`config.mk`:
```
export PLATFORM = sky130hd
export DESIGN_NAME = lut_init_frame_writer
export DESIGN_NICKNAME = d
export VERILOG_FILES = /design/src/rtl/lut_frame_pkg.sv /design/src/rtl/lut_init_swap.sv /design/src/rtl/lut_init_frame_writer.sv
export SDC_FILE = /design/constraint.sdc
export NUM_CORES = 1
export LEC_CHECK = 0
export BUFFER_PORTS_ARGS = -buffer_cell sky130_fd_sc_hd__clkbuf_2
export CAP_MARGIN = 0
export CORE_MARGIN = 2
export CORE_UTILIZATION = 30
export DETAILED_ROUTE_END_ITERATION = 16
export PLACE_DENSITY_LB_ADDON = 0.15
export SETUP_SLACK_MARGIN = 0.02
export SYNTH_ARGS = -nofsm -noshare
export SYNTH_HDL_FRONTEND = slang
export SYNTH_SLANG_ARGS = --single-unit
```
`constraint.sdc`:
```
create_clock -name Clk -period 1.4 [get_ports Clk]
set_input_delay 0.28 -clock Clk [delete_from_list [all_inputs] [get_ports Clk]]
set_output_delay 0.28 -clock Clk [all_outputs]
set_load 0.01 [all_outputs]
```
`src/rtl/lut_frame_pkg.sv`:
```
// Shared definitions for the LUT INIT frame writer: FSM state encoding,
// frame geometry constants and the packed four-word frame type.
package lut_frame_pkg;

  // Default number of 32-bit words in one configuration frame.
  localparam int FRAME_WORDS_DEFAULT = 101;

  // One LUT INIT spans this many consecutive frames of the column.
  localparam int LUT_FRAMES = 4;

  // Width of the slice of a frame word that carries one INIT chunk.
  localparam int FRAME_WORD_W = 16;

  // Writer FSM states.
  typedef enum logic [1:0] {
    ST_IDLE  = 2'd0,
    ST_WRITE = 2'd1,
    ST_DONE  = 2'd2,
    ST_ERR   = 2'd3
  } lut_state_e;

  // The four swapped words, index k goes to frame offset k.
  typedef logic [LUT_FRAMES-1:0][FRAME_WORD_W-1:0] frame_words_t;

endpackage

```
`src/rtl/lut_init_swap.sv`:
```
// Purely combinational byte swap of a 64-bit LUT INIT into four 16-bit
// frame words. Word k takes INIT bits [63-16k:48-16k] with its two bytes
// exchanged, so every INIT bit lands in exactly one output bit.
module lut_init_swap
  import lut_frame_pkg::*;
(
  input  logic [63:0]  init_i,
  output frame_words_t words_o
);

  // One swapped word per frame offset.
  for (genvar k = 0; k < LUT_FRAMES; k++) begin : g_word
    assign words_o[k] = {init_i[55-16*k -: 8], init_i[63-16*k -: 8]};
  end

endmodule

```
`src/rtl/lut_init_frame_writer.sv`:
```
// Turns one LUT INIT update request into four frame-buffer writes at
// frame offsets 0..3, all at the same word index and half.
//
// Handshakes: a transfer happens on a rising edge where valid and ready
// are both high. The source holds its payload stable while valid is high
// and ready is low; valid is never withdrawn before the transfer.
// req_ready is high only in IDLE; wr_valid only in WRITE, and wr_ready
// is ignored whenever wr_valid is low.
//
// Optional build macro LUT_FRAME_WRITER_STATS_EN adds wrapping 16-bit
// counters of done and err pulses (stat_done_cnt, stat_err_cnt).
module lut_init_frame_writer
  import lut_frame_pkg::*;
#(
  parameter int FRAME_WORDS = FRAME_WORDS_DEFAULT,
  parameter int WORD_W      = 7
) (
  input  logic                    Clk,
  input  logic                    Rst_n,
  input  logic                    req_valid,
  output logic                    req_ready,
  input  logic [63:0]             req_init,
  input  logic [WORD_W-1:0]       req_word,
  input  logic                    req_half,
  output logic                    wr_valid,
  input  logic                    wr_ready,
  output logic [1:0]              wr_frame_ofs,
  output logic [WORD_W-1:0]       wr_word,
  output logic                    wr_half,
  output logic [FRAME_WORD_W-1:0] wr_data,
  output logic                    busy,
  output logic                    done,
  output logic                    err,
`ifdef LUT_FRAME_WRITER_STATS_EN
  output logic [15:0]             stat_done_cnt,
  output logic [15:0]             stat_err_cnt,
`endif
  output logic [1:0]              dbg_state
);

  // Highest legal word index; anything above it is rejected.
  localparam logic [WORD_W-1:0] MAX_WORD = WORD_W'(FRAME_WORDS - 1);

  lut_state_e               state_q, state_d;
  logic [1:0]               idx_q, idx_d;
  frame_words_t             words_q, words_d;
  logic [WORD_W-1:0]        word_q, word_d;
  logic                     half_q, half_d;
  logic                     req_ready_q, req_ready_d;
  logic                     wr_valid_q, wr_valid_d;
  logic [1:0]               wr_ofs_q, wr_ofs_d;
  logic [FRAME_WORD_W-1:0]  wr_data_q, wr_data_d;
  logic                     busy_q, busy_d;
  logic                     done_q, done_d;
  logic                     err_q, err_d;
  frame_words_t             swap_words;

  lut_init_swap u_swap (
    .init_i  (req_init),
    .words_o (swap_words)
  );

  // Next-state logic; every output is derived from the next state so
  // that all outputs leave the block straight from flops.
  always_comb begin
    state_d = state_q;
    idx_d   = idx_q;
    words_d = words_q;
    word_d  = word_q;
    half_d  = half_q;
    unique case (state_q)
      ST_IDLE: begin
        if (req_valid && req_ready_q) begin
          word_d = req_word;
          half_d = req_half;
          if (req_word > MAX_WORD) begin
            state_d = ST_ERR;
          end else begin
            words_d = swap_words;
            idx_d   = 2'd0;
            state_d = ST_WRITE;
          end
        end
      end
      ST_WRITE: begin
        if (wr_ready) begin
          if (idx_q == 2'd3) begin
            state_d = ST_DONE;
          end else begin
            idx_d = idx_q + 2'd1;
          end
        end
      end
      ST_DONE: state_d = ST_IDLE;
      ST_ERR:  state_d = ST_IDLE;
      default: state_d = ST_IDLE;
    endcase

    req_ready_d = (state_d == ST_IDLE);
    wr_valid_d  = (state_d == ST_WRITE);
    wr_ofs_d    = idx_d;
    wr_data_d   = words_d[idx_d];
    busy_d      = (state_d != ST_IDLE);
    done_d      = (state_d == ST_DONE);
    err_d       = (state_d == ST_ERR);
  end

  // State and registered outputs; reset abandons any sequence in flight.
  always_ff @(posedge Clk or negedge Rst_n) begin
    if (!Rst_n) begin
      state_q     <= ST_IDLE;
      idx_q       <= 2'd0;
      words_q     <= '0;
      word_q      <= '0;
      half_q      <= 1'b0;
      req_ready_q <= 1'b1;
      wr_valid_q  <= 1'b0;
      wr_ofs_q    <= 2'd0;
      wr_data_q   <= '0;
      busy_q      <= 1'b0;
      done_q      <= 1'b0;
      err_q       <= 1'b0;
    end else begin
      state_q     <= state_d;
      idx_q       <= idx_d;
      words_q     <= words_d;
      word_q      <= word_d;
      half_q      <= half_d;
      req_ready_q <= req_ready_d;
      wr_valid_q  <= wr_valid_d;
      wr_ofs_q    <= wr_ofs_d;
      wr_data_q   <= wr_data_d;
      busy_q      <= busy_d;
      done_q      <= done_d;
      err_q       <= err_d;
    end
  end

`ifdef LUT_FRAME_WRITER_STATS_EN
  logic [15:0] stat_done_q, stat_err_q;

  // Event counters, updated on the edge that raises each pulse; they wrap.
  always_ff @(posedge Clk or negedge Rst_n) begin
    if (!Rst_n) begin
      stat_done_q <= 16'd0;
      stat_err_q  <= 16'd0;
    end else begin
      if (done_d) stat_done_q <= stat_done_q + 16'd1;
      if (err_d)  stat_err_q  <= stat_err_q + 16'd1;
    end
  end

  assign stat_done_cnt = stat_done_q;
  assign stat_err_cnt  = stat_err_q;
`endif

  assign req_ready    = req_ready_q;
  assign wr_valid     = wr_valid_q;
  assign wr_frame_ofs = wr_ofs_q;
  assign wr_word      = word_q;
  assign wr_half      = half_q;
  assign wr_data      = wr_data_q;
  assign busy         = busy_q;
  assign done         = done_q;
  assign err          = err_q;
  assign dbg_state    = state_q;

endmodule

```
==> results of run 1 <==
## final timing paths
kind,startpoint,endpoint,slack (ns),cells after the start
worst max register to register,dbg_state[0]$_DFF_PN0_,wr_data[1]$_DFF_PN0_,-0.16,6
worst max-delay path,dbg_state[0]$_DFF_PN0_,wr_data[1]$_DFF_PN0_,-0.16,6
max in group asynchronous,Rst_n,words_q[63]$_DFF_PN0_,0.47,3
worst min register to register,words_q[14]$_DFF_PN0_,words_q[14]$_DFF_PN0_,0.48,2
worst min-delay path,req_init[8],words_q[48]$_DFF_PN0_,0.12,3
min in group asynchronous,Rst_n,words_q[29]$_DFF_PN0_,0.36,2
## worst min-delay path: cells and delay by family
family	cells	cell delay [ns]
and+or+nand+nor	2	0.08
buffers and inverters	1	0.07
## per-layer routing
| layer | routed length (um) | vias to the layer above | global-route usage [%] |
|---|---|---|---|
| met2 | 6120 | 88 | 25.0 |
| met5 | 0 | - | 0 |
| met3 | 577 | 13 | 3.98 |
| met4 | 211 | 0 | 4.71 |
| li1 | - | 1865 | - |
| met1 | 6110 | 1870 | 20.4 |
## stage by stage
stage                     setup WS (ns)  hold slack, ns
after global routing             -0.245           0.130
final                            -0.159           0.125
after floorplan                 -0.0934         -0.0156
after global placement           -0.144           0.190
after detailed placement         -0.167           0.188
after CTS                        -0.148           0.110
## logic make-up after synthesis
| logic type | synth area share (%) |
|---|---|
| AO/OA/AOI/OAI | 11.2 |
| flip-flops | 55.0 |
| AND/OR/NAND/NOR | 26.8 |
| multiplexers | 2.55 |
| buffers and inverters | 4.56 |
## Yosys cell counts
cell         n
nor2_1       4
and3_1       1
mux2i_4      1
nor3b_1     17
inv_1        1
nand3_4      1
o2111ai_2    1
or4_1       16
buf_4        3
nand3_1      1
clkbuf_2     1
a2bb2oi_1    6
a311oi_1     1
o21ai_0     13
o2111ai_1   16
buf_2       10
nand3b_4     2
a21oi_1      2
nor2_2       1
o211ai_2     1
a31oi_1      1
dfrtp_1     96
a21boi_4     1
mux2_2       8
buf_1        2
nor3_1      16
nor2b_1      3
and4bb_4     1
clkbuf_1     9
o21ai_1      3
a2bb2oi_2   10
dfstp_2      1
nand2_1    192
or2_4        1
buf_6        7
## sequential cells by signal (all words and copies together) (netlist names)
name	cells
done	1
words_q	64
wr_data	16
wr_half	1
err	1
wr_valid	1
wr_word	7
dbg_state	2
wr_frame_ofs	2
busy	1
req_ready	1
## layout make-up
cell class / instances / area share, %
clock buffers: 16 / 4.25
inverters: 1 / 0.0567
well taps: 184 / 3.48
multi-input cells: 320 / 31.8
flip-flops and latches: 97 / 36.7
repair buffers: 186 / 23.6
## power by group
part	leakage, uW	total [uW]	switching [uW]	internal [uW]
clock network	0.000137	2360	1010	1350
registers	0.00120	5060	895	4160
logic	0.00197	7730	3520	4200
## what timing repair did
action	CTS	global route
hold buffers	1	0
pin swaps	0	18
endpoints found under the setup margin	89	96
gates cloned	3	10
resized for setup	33	74
buffers inserted	8	14
endpoints found under the hold margin	18	0
==> metrics.md, run 1 <==
| Metric | Value |
|---|---|
| Commonest non-fill, non-tap cells in the layout | nand2_1 (144), clkbuf_2 (105), dfrtp_1 (93) |
| Crit Path Class | register to register |
| Synth warn | 0 |
| Tmin final | 1.56 ns |
| Inserted Diodes | 0 |
| Crit-path max FO | 10 |
| Drt drc | 0 |
| GPL Wtd Cong | 0.688 |
| Via Count | 3836 |
| DP Cell Count | 753 |
| Clk sink count | 97 |
| Worst slew pin tran | 0.315 ns |
| Cell family with most CP delay | simple AND/OR/NAND/NOR gates |
| P per Cell Area | 2290 mW/mm^2 |
| Overall Global Routing Usage | 15.4% |
| Worst-skew pair later-pin latency | 0.34 ns |
| Initial Util | 30.5% |
| Post-Syn Instances | 450 |
| Achievable Freq | 0.642 GHz |
| RSZ-0062 raised after global routing | true |
| Core Area | 0.0145 sq mm |
| Maximum vdd ir drop | 1.10 mV |
| Outcome | complete, but fails checks |
| Syn nets | 526 |
| Hpwl dp | 7810 um |
| Multi-input gate area | 0.00211 sq mm |
| Startpoint type of the worst setup path | register |
| Reg area | 0.00243 sq mm |
| Total global routing overflow | 0 |
| Hold WC Path Type | input port to register |
| Total Routed Length | 13000 um |
| Worst EP required | 1.63 ns |
| 1st-pass router iterations | 4 |
| Fin. Hold Viols | 0 |
| Final design utilization | 45.7% |
| Share of cells above drive strength 1 | 48.4% |
| Yosys top cell area share | 54.4% |
| Largest net degree at the start of global routing | 50 |
| Initial antenna violation count | 0 |
| First-pass GRT wire length | 19300 um |
| Routed len/inst | 16.2 um |
| Seq cells post-synth | 97 |
| CTS clk-pin slew, worst paths | 0.06 ns |
| Final clock skew | 0.00660 ns |
| MaxCap Viol Count | 0 |
| Post-synth top area cell | dfrtp_1 |
| Final antenna-violating net count | 0 |
| Iteration-0 DRC Markers | 138 |
| Slew Viols, Final | 0 |
| Fin nets | 691 |
| PnR worst setup slack | -0.159 ns |
| # fillers | 1408 |
| P&R area growth vs syn | 49.8% |
| Crit path buffers/inverters | 2 |
| Cts bufs inserted | 9 |
| H-tree Lvls | 3 |
| Core Rows | 44 |
| Finished Layout Cells | 804 |
| CTS tree | done |
| Vias in the first global route | 3800 |
| Pwr Total | 15100 uW |
| Vias per cell | 4.77 |
| Crit path DAT | 1.79 ns |
| Netlist cell types | 35 |
| # setup viols final | 95 |
| Failing checks | setup timing |
| Syn Area/Cell | 9.82 sq um |
| Commonest non-fill, non-tap cell in the layout | nand2_1 |
| Port bufs | 108 |
| Synth top area cells | dfrtp_1 (54%), nand2_1 (16%), a2bb2oi_2 (3.4%) |
| Fin crit share | 111% |
| Max-slew headroom | 79.0% |
| CP peak stage delay | 0.42 ns |
| IO Pins | 109 |
| Sequential-to-total area share from yosys stat | 55.0% |
| Root Buffer | clkbuf_16 |
| Crit end category | register |
| Die height | 125 um |
| Die area | 0.0157 sq mm |
| Crit-path slowest cell | or4_1 |
| Placed inst area | 0.00549 sq mm |
| Leakage | 0.00331 uW |
| Crit path cell chain | buf_4, nand3b_4, buf_12, or4_1, o2111ai_2, a2bb2oi_2 |
| Clock tree buffer depth | 2 |
| Mapped Area | 0.00442 sq mm |
| Cell area after layout | 0.00662 sq mm |
| Die W | 125 um |
| TNS Setup | -10.68 ns |
No activity file was read; power rests on OpenSTA's default activity.
==> run 2, diff against run 1 <==
- CTS_BUF_LIST: unset -> sky130_fd_sc_hd__clkbuf_8 sky130_fd_sc_hd__clkbuf_16
- RECOVER_POWER: unset -> 100
- SLEW_MARGIN: unset -> 5
==> metrics.md, run 2 (synthesized netlist as in run 1, its figures left out) <==
| Metric | Value |
|---|---|
| Pwr Total | 15300 uW (+1.2%) |
| 1st-pass router iterations | 6 (+2) |
| Drt drc | 0 (unchanged) |
| Vias per cell | 4.75 (-0.54%) |
| Max FFs per register | 64 (unchanged) |
| Worst EP required | 1.67 ns (+0.04 ns) |
| Fin. Hold Viols | 0 (unchanged) |
| Share of cells above drive strength 1 | 49.1% (+0.72 points) |
| Maximum vdd ir drop | 1.05 mV (-4.8%) |
| Crit path cell chain | and4bb_4, and3_4, buf_12, nand2_2, a2bb2oi_2 |
| Final antenna-violating net count | 0 (unchanged) |
| Crit path DAT | 1.84 ns (+0.05 ns) |
| Crit end category | register |
| Total Routed Length | 12900 um (-0.67%) |
| Crit-path max FO | 22 (+12) |
| Die height | 125 um (unchanged) |
| DP Cell Count | 753 (unchanged) |
| Commonest non-fill, non-tap cell in the layout | nand2_1 |
| MaxCap Viol Count | 0 (unchanged) |
| Die W | 125 um (unchanged) |
| R2R cell count | 5 (-1) |
| Leakage | 0.00330 uW (-0.32%) |
| GPL Wtd Cong | 0.688 (unchanged) |
| Overall Global Routing Usage | 15.4% (-0.076 points) |
| Vias in the first global route | 3811 (+0.29%) |
| Hpwl dp | 7810 um (unchanged) |
| Finished Layout Cells | 797 (-0.87%) |
| Worst slew pin tran | 0.504 ns (+0.188 ns) |
| Failing checks | setup timing |
| Die area | 0.0157 sq mm (unchanged) |
| Pre-CTS setup slack | -0.167 ns (unchanged) |
| Biggest register | words_q |
| First-pass GRT wire length | 19300 um (-0.22%) |
| Clock tree buffer depth | 2 (unchanged) |
| RSZ-0062 raised after global routing | true |
| CTS tree | done |
| Initial antenna violation count | 0 (unchanged) |
| Largest net degree at the start of global routing | 50 (unchanged) |
| P per Cell Area | 2280 mW/mm^2 (-0.19%) |
| Reg2reg end | wr_data[8]$_DFF_PN0_ |
| Fin crit share | 112% (+1.2 points) |
| Crit path buffers/inverters | 1 (-1) |
| Port bufs | 108 (unchanged) |
| Cells on Worst Hold Path | 3 (unchanged) |
| IO Pins | 109 (unchanged) |
| Slew Viols, Final | 0 (unchanged) |
| Max-slew headroom | 66.4% (-13 points) |
| CTS clk-pin slew, worst paths | 0.06 ns (about the same) |
| Fin nets | 684 (-1.0%) |
| Core Area | 0.0145 sq mm (unchanged) |
| # setup viols final | 92 (-3.2%) |
| Root Buffer | clkbuf_16 |
| Tmin final | 1.57 ns (+0.0161 ns) |
| Core Rows | 44 (unchanged) |
| Worst Hold End | words_q[18]$_DFF_PN0_ |
| Reg-to-Reg Start | dbg_state[0]$_DFF_PN0_ |
| Total global routing overflow | 0 (unchanged) |
| Inserted Diodes | 0 (unchanged) |
| TNS Setup | -9.71 ns (+0.964 ns) |
| Via Count | 3782 (-1.4%) |
| Cell family with most CP delay | simple AND/OR/NAND/NOR gates |
| Worst-skew pair later-pin latency | 0.35 ns (about the same) |
| PnR worst setup slack | -0.175 ns (-0.0161 ns) |
| Crit-path slowest cell | dfrtp_2 |
| Reg2reg setup slack | -0.17 ns (-0.02 ns) |
| P&R area growth vs syn | 52.0% |
| CP peak stage delay | 0.43 ns (about the same) |
| Clk sink count | 97 (unchanged) |
| Cell area after layout | 0.00672 sq mm (+1.4%) |
| Final clock skew | 0.00635 ns (-0.000250 ns) |
| Hold WC Path Type | input port to register |
| Cts bufs inserted | 9 (unchanged) |
| Crit Path Class | register to register |
| Outcome | complete, but fails checks |
| H-tree Lvls | 3 (unchanged) |
| Commonest non-fill, non-tap cells in the layout | nand2_1 (113), dfrtp_1 (93), clkbuf_2 (77) |
| Hold Crit Start | req_init[42] |
| Initial Util | 30.5% (unchanged) |
| Routed len/inst | 16.2 um (+0.20%) |
| Achievable Freq | 0.635 GHz (-1.0%) |
| Iteration-0 DRC Markers | 133 (-3.6%) |
| Placed inst area | 0.00549 sq mm (unchanged) |
| Startpoint type of the worst setup path | register |
-- run 2: cell types whose count changed in the layout (fill, tap and decap cells not counted), sizes merged --
cell / delta
buf: -8
clkbuf: -3
inv: +4
-- run 2: power breakdown --
| group | switching [uW] | leakage, uW | total [uW] | internal, uW |
|---|---|---|---|---|
| Combinational | 3630 | 0.00195 | 7860 | 4240 |
| Clock | 1010 | 0.000154 | 2340 | 1330 |
| Sequential | 969 | 0.00120 | 5130 | 4160 |
| Total | 5600 | 0.00330 | 15300 | 9730 |
-- run 2: worst max-delay path by stage --
stage	from	end	slack, ns	cells past startpoint
final	dbg_state[0]$_DFF_PN0_	wr_data[8]$_DFF_PN0_	-0.17	5
after CTS	req_ready$_DFF_PN1_	wr_data[15]$_DFF_PN0_	-0.16	5
after global placement	dbg_state[0]$_DFF_PN0_	wr_data[1]$_DFF_PN0_	-0.14	6
after detailed placement	req_ready$_DFF_PN1_	wr_data[15]$_DFF_PN0_	-0.17	5
after global routing	req_ready$_DFF_PN1_	wr_data[15]$_DFF_PN0_	-0.23	5
after floorplan	wr_frame_ofs[1]$_DFF_PN0_	wr_data[10]$_DFF_PN0_	-0.09	5
-- run 2: per-stage QoR --
| stage | util, % | hold slack (ns) |
|---|---|---|
| floorplan | - | -0.0156 |
| global placement | 37.9 | 0.190 |
| detailed placement | 37.9 | 0.188 |
| CTS | 42.1 | 0.110 |
| global route | 46.4 | 0.136 |
| finish | 46.4 | 0.133 |
-- run 2: tightest hold or removal path: stages --
cell      delay [ns]
clkbuf_2        0.08
nand2_2         0.04
nand2_1         0.04
-- run 2: timing repair --
action                                  CTS  global route
buffers inserted                          7             7
resized for setup                        36           122
hold buffers                              1             0
cloned                                    3            10
pin swaps                                 4            54
endpoints found under the hold margin    18             0
endpoints found under the setup margin   88            94
-- run 2: final cells by class --
| cell class | count | area (sq um) |
|---|---|---|
| Clock buffer | 12 | 267 |
| Clock inverter | 4 | 15.0 |
| Fill cell | 1408 | 7760 |
| Inverter | 1 | 3.75 |
| Multi-Input combinational cell | 320 | 2280 |
| Sequential cell | 97 | 2430 |
| Tap cell | 184 | 230 |
| Timing Repair Buffer | 179 | 1480 |
-- run 2: routing by layer --
metal  track usage (%)  part of all wire, %  up-vias
met2              25.1                   48       82
met3              3.98                  4.7       12
met4              4.31                  1.2        0
met1              20.3                   46     1836
li1                  -                    -     1852
met5                 0                    0        -
